==> config.mk <==
export PLATFORM = sky130hd
export DESIGN_NAME = alu_mult_sequencer
export DESIGN_NICKNAME = d
export VERILOG_FILES = /design/src/rtl/mips_alu_pkg.sv /design/src/rtl/alu_mult_sequencer.sv
export SDC_FILE = /design/constraint.sdc
export NUM_CORES = 1
export LEC_CHECK = 0
export ABC_AREA = 1
export ABC_CLOCK_PERIOD_IN_PS = 2230
export CELL_PAD_IN_SITES_DETAIL_PLACEMENT = 1
export CELL_PAD_IN_SITES_GLOBAL_PLACEMENT = 1
export CORE_MARGIN = 3
export CORE_UTILIZATION = 34
export CTS_BUF_LIST = sky130_fd_sc_hd__clkbuf_16
export CTS_CLUSTER_DIAMETER = 150
export CTS_CLUSTER_SIZE = 10
export DETAILED_ROUTE_END_ITERATION = 10
export PLACE_DENSITY_LB_ADDON = 0.1
export SLEW_MARGIN = 20
export SYNTH_ARGS = -nofsm -noshare
export SYNTH_HDL_FRONTEND = slang
export SYNTH_SLANG_ARGS = --single-unit
==> constraint.sdc <==
create_clock -name clk -period 2.23 [get_ports clk]
set_input_delay 0.223 -clock clk [delete_from_list [all_inputs] [get_ports clk]]
set_output_delay 0.223 -clock clk [all_outputs]
set_load 0.005 [all_outputs]
==> src/rtl/mips_alu_pkg.sv <==
// mips_alu_pkg
// Shared definitions for the MIPS-style datapath: ALU operation codes and
// the state encoding of the multi-cycle multiply sequencer.
// No ports; imported by alu_mult_sequencer and by its testbench.

package mips_alu_pkg;

    // ALU operation codes understood by the shared ALU
    localparam logic [3:0] ALU_AND = 4'b0000;
    localparam logic [3:0] ALU_OR  = 4'b0001;
    localparam logic [3:0] ALU_NOR = 4'b0010;
    localparam logic [3:0] ALU_ADD = 4'b0011;
    localparam logic [3:0] ALU_SLL = 4'b0100;
    localparam logic [3:0] ALU_SUB = 4'b0101;
    localparam logic [3:0] ALU_SRL = 4'b0110;
    localparam logic [3:0] ALU_LUI = 4'b0111;

    // Multiply sequencer states
    typedef enum logic [2:0] {
        ST_IDLE = 3'd0,
        ST_ADD  = 3'd1,
        ST_SHL  = 3'd2,
        ST_SHR  = 3'd3,
        ST_DONE = 3'd4
    } seq_state_t;

endpackage

==> src/rtl/alu_mult_sequencer.sv <==
// alu_mult_sequencer
// Computes the low word of req_a*req_b by driving the shared ALU through
// shift-add steps, one ALU operation per clock.
//
// Ports:
//   clk, reset           clock (rising edge), asynchronous active-low reset
//   req_valid/req_ready  request handshake, req_a multiplicand, req_b multiplier
//   resp_valid/resp_ready, resp_product   response handshake and product
//   busy                 high while the ALU is being used by this block
//   alu_op/alu_a/alu_b   operation and operands presented to the ALU
//   alu_result/alu_zero  combinational ALU result and zero flag
//
// Configuration macro: ALU_MULT_EARLY_EXIT_EN
//   defined   - stop as soon as the remaining multiplier becomes zero
//   undefined - always run DATA_W iterations; alu_zero is ignored

module alu_mult_sequencer
    import mips_alu_pkg::*;
#(
    parameter int DATA_W = 32,
    parameter int CNT_W  = 6
) (
    input  logic              clk,
    input  logic              reset,
    input  logic              req_valid,
    output logic              req_ready,
    input  logic [DATA_W-1:0] req_a,
    input  logic [DATA_W-1:0] req_b,
    output logic              resp_valid,
    input  logic              resp_ready,
    output logic [DATA_W-1:0] resp_product,
    output logic              busy,
    output logic [3:0]        alu_op,
    output logic [DATA_W-1:0] alu_a,
    output logic [DATA_W-1:0] alu_b,
    input  logic [DATA_W-1:0] alu_result,
    input  logic              alu_zero
);

    seq_state_t        state, state_next;
    logic [DATA_W-1:0] acc, mcand, mplier;
    logic [CNT_W-1:0]  cnt;
    logic              last_iter;
    logic              finish;

    assign last_iter = (cnt == CNT_W'(DATA_W - 1));

`ifdef ALU_MULT_EARLY_EXIT_EN
    // alu_zero during SHR means the shifted multiplier has no set bits left
    assign finish = last_iter || alu_zero;
`else
    logic unused_alu_zero;
    assign unused_alu_zero = alu_zero;
    assign finish = last_iter;
`endif

    // State register plus datapath registers; each working state writes
    // the ALU result back into the register it was operating on.
    always_ff @(posedge clk or negedge reset) begin
        if (!reset) begin
            state  <= ST_IDLE;
            acc    <= '0;
            mcand  <= '0;
            mplier <= '0;
            cnt    <= '0;
        end else begin
            state <= state_next;
            case (state)
                ST_IDLE: begin
                    if (req_valid) begin
                        mcand  <= req_a;
                        mplier <= req_b;
                        acc    <= '0;
                        cnt    <= '0;
                    end
                end
                ST_ADD:  acc   <= alu_result;
                ST_SHL:  mcand <= alu_result;
                ST_SHR: begin
                    mplier <= alu_result;
                    cnt    <= cnt + 1'b1;
                end
                default: ;
            endcase
        end
    end

    // Next-state and output decode. ALU outputs rest at ADD/0/0 outside
    // the working states so the parent sees stable values when not granted.
    // In SHR, bit 0 of the freshly shifted multiplier picks the next step.
    always_comb begin
        state_next   = state;
        req_ready    = 1'b0;
        resp_valid   = 1'b0;
        resp_product = '0;
        busy         = 1'b0;
        alu_op       = ALU_ADD;
        alu_a        = '0;
        alu_b        = '0;
        case (state)
            ST_IDLE: begin
                req_ready = 1'b1;
                if (req_valid) begin
                    state_next = req_b[0] ? ST_ADD : ST_SHL;
                end
            end
            ST_ADD: begin
                busy       = 1'b1;
                alu_op     = ALU_ADD;
                alu_a      = acc;
                alu_b      = mcand;
                state_next = ST_SHL;
            end
            ST_SHL: begin
                busy       = 1'b1;
                alu_op     = ALU_SLL;
                alu_a      = mcand;
                alu_b      = DATA_W'(1);
                state_next = ST_SHR;
            end
            ST_SHR: begin
                busy   = 1'b1;
                alu_op = ALU_SRL;
                alu_a  = mplier;
                alu_b  = DATA_W'(1);
                if (finish) begin
                    state_next = ST_DONE;
                end else begin
                    state_next = alu_result[0] ? ST_ADD : ST_SHL;
                end
            end
            ST_DONE: begin
                resp_valid   = 1'b1;
                resp_product = acc;
                if (resp_ready) begin
                    state_next = ST_IDLE;
                end
            end
            default: state_next = ST_IDLE;
        endcase
    end

endmodule
==> flow_metrics.py <==
metrics = {
    "run_status": {
        "status": "complete, no violations",
    },
    "synth": {
        "ys_warn_count": 0,
        "avgSynthCellArea_um2": 6.972,
        "netlist_instances": 840,
        "synth_cell_types": 23,
        "synth_top_family_by_area": "simple AND/OR/NAND/NOR gates",
        "synth_nets": 942,
        "netlist.area_leader.share_pct": 44.86,
        "synth-compound-area-share_pct": 13.63,
        "muxShareOfSynthArea_pct": 0,
        "ys_ff_latch": 105,
        "syn_area_um2": 5857,
        "synth_xor_area_share_pct": 0,
        "yosys.area_share.simple_pct": 28.75,
        "synth.area.top_cells": "dfrtp_1 (45%), nand2_1 (22%), inv_1 (6.8%)",
        "synth_top_area_cell": "dfrtp_1",
        "seq_area_frac_synth_pct": 44.86,
        "synthAdderAreaFrac_pct": 0.2136,
    },
    "clocking": {
        "clock_latency_ns": 0.35,
        "cts_tree": "yes",
        "max-clock-path-buffers": 2,
        "cts-root-buf": "clkbuf_16",
        "clk_pin_slew_worst_paths_ns": 0.07,
        "cts_sinks": 105,
        "htreeDepth": 3,
        "numCtsBuffers": 9,
    },
    "global_route": {
        "grt-ovfl-total": 0,
        "grt_pass1_vias": 6361,
        "grt_pass1_wl_mm": 33.60,
        "antenna_found_initial": 0,
        "grt_usage_pct": 22.89,
        "grt_start_max_net_pins": 52,
    },
    "timing": {
        "slew_violations": 0,
        "min_period_over_period_pct": 98.61,
        "finalSetupViolCount": 0,
        "finalHoldViolCount": 0,
        "rsz0062_at_grt": "true",
        "fin_worst_skew_ns": 0.008369,
        "worstMarginPinSlew_ns": 0.7456,
        "fin_tns_setup_ns": 0,
        "holdWs_ns": 0.3224,
        "min_period_ns": 2.199,
        "timing.fmax_mhz": 454.7,
        "relSlewSlack_pct": 50.22,
    },
    "flow_run": {
        "maxCapViolCount": 0,
    },
    "detailed_routing": {
        "drt_iter0_drc": 263,
        "drc": 0,
        "num_vias": 6054,
        "viasPerCell": 4.805,
        "firstDrtPassIters": 4,
        "drt_wl_total_mm": 21.45,
        "ant_nets": 0,
        "routedWlPerCell_um": 17.02,
    },
    "power": {
        "power_frac_clock_pct": 13.5,
        "internal-power_mw": 5.997,
        "p_per_area_nw_per_um2": 1294,
        "leakage_nw": 4.712,
        "comb_power_share_pct": 56.8,
        "power.switching_mw": 4.986,
        "pwr-share-seq_pct": 29.7,
        "peakVddDrop_v": 0.0007994,
        "switching_share_pct": 45.40,
    },
    "hold_path": {
        "min_path_type": "in2async",
    },
    "critical_path": {
        "arrival_ns": 1.98,
        "worstPathMaxFanout": 23,
        "crit_required_ns": 2.01,
        "critPathLaunchType": "register",
        "endpoint_kind": "output pin",
        "critPathKind": "reg2out",
        "cp-startpoint": "state[1]",
        "reg2reg_from": "state[1]",
    },
    "floorplan": {
        "num_rows": 47,
        "design.core.area_um2": 16700,
        "pin_count": 204,
        "start_util_pct": 35.07,
        "die_width_um": 137.3,
        "die-area_um2": 18840,
        "die_h_um": 137.3,
    },
    "cells_and_area": {
        "multi_input_area_um2": 2521,
        "antenna_cells": 0,
        "area_delta_synth_final_pct": 44.90,
        "layout-drive-gt1-share_pct": 6.827,
        "nets": 1137,
        "seq_area_um2": 2629,
        "nFillCells": 2128,
    },
    "place": {
        "dp_hpwl_mm": 14.56,
        "gp_congestion": 0.7617,
        "io_buffers": 201,
    },
}
-- sequential cells by signal, indices dropped and copies added (netlist names) --
register and count:
acc 32, cnt 6, mcand 32, mplier 32, state 3
-- cells by family (layout without fill, tap and decap cells) --
kind of cell / Yosys count / after routing
flops: 105 / 105
simple gates: 437 / 437
buf+inv: 161 / 361
fa+ha+maj: 1 / 1
compound gates: 135 / 135
other cells: 1 / 1
-- cell type report --
class	count	share of cell area, %
flip-flops and latches	105	30.97
inverters	111	4.968
well taps	220	3.243
clock inverters	7	0.4570
clock buffers	9	2.654
repair buffers	234	28.00
multi-input cells	574	29.71
-- power by group through the flow --
stage	sequential (mW)	clock, mW	combinational (mW)
6_report	3.26	1.48	6.23
5_1_grt	3.37	1.61	7.05
4_1_cts	3.26	1.53	6.26
3_5_place_dp	3.30	0	6.36
3_3_place_gp	3.25	0	6.22
2_1_floorplan	3.17	0	3.70
-- metal layers --
metal	share of wire (%)	GRT usage, %	vias to the layer above
li1	-	-	2984
met1	44	29.12	2912
met2	49	39.35	138
met3	5.5	4.967	20
met4	1.5	6.319	0
met5	0	0	-
-- layout by cell type, fill, tap and decap left out, types with 8 or more instances in the layout --
master           Yosys  layout
o21ai_1             38      38
dlymetal6s2s_1       0      29
clkdlybuf4s50_1      0     138
o211ai_1            33      33
nand2_1            344     344
clkbuf_16            0       9
o22ai_1             32      32
inv_1              106     106
o21ai_0             30      30
nand3_1              8       8
buf_4                2      24
dlygate4sd2_1        0      23
nor2_1              78      74
dfrtp_1            105     104
-- per-stage QoR --
stage | cells | util, % | instance area, um2 | total power [mW] | setup WS, ns
after global placement | 1233 | 48.25 | 8058 | 9.470 | 0.1824
final | 1260 | 50.82 | 8487 | 10.98 | 0.03094
after CTS | 1255 | 50.16 | 8378 | 11.06 | 0.002877
after global routing | 1260 | 50.82 | 8487 | 12.02 | -0.05484
after floorplan | 840 | - | 5857 | 6.870 | 0.8698
after detailed placement | 1233 | 48.25 | 8058 | 9.663 | 0.1569
-- repair_timing --
| item | 4_1_cts | 5_1_grt |
|---|---|---|
| pin swaps | 0 | 1 |
| hold buffers | 1 | 0 |
| cloned | 1 | 0 |
| endpoints found under the setup margin | 81 | 62 |
| buffers inserted | 4 | 5 |
| endpoints found under the hold margin | 21 | 0 |
| gates resized for setup | 42 | 51 |
-- final timing paths --
| kind | cells past startpoint | slack [ns] | to |
|---|---|---|---|
| worst max-delay path | 6 | 0.03 | alu_op[1] |
| worst min-delay path | 2 | 0.32 | acc[8] |
| worst max register to register | 10 | 0.19 | mcand[12] |
| worst min register to register | 2 | 0.48 | mplier[30] |
| max in group asynchronous | 3 | 1.33 | mplier[24] |
| min in group clk | 3 | 0.48 | acc[2] |
-- cell usage after synthesis --
library cell  number
o21ai_1           38
inv_2              5
nand2_1          344
ha_1               1
buf_2             28
o21ai_0           30
nor2_4             1
nor2_1            78
buf_6              6
o211ai_1          33
conb_1             1
nand3_1            8
dfrtp_1          105
clkbuf_1           9
a21oi_1            2
clkbuf_4           1
clkbuf_2           1
inv_1            106
buf_8              3
o22ai_1           32
nand3_2            3
buf_4              2
nand2_2            3
-- critical path, cell delays in order (launching register included) --
cell	delay, ns
dfrtp_1	0.41
inv_2	0.09
buf_4	0.12
nor2_4	0.04
nand2_2	0.10
buf_4	0.30
clkdlybuf4s50_1	0.56
No activity file was read; power rests on OpenSTA's default activity.
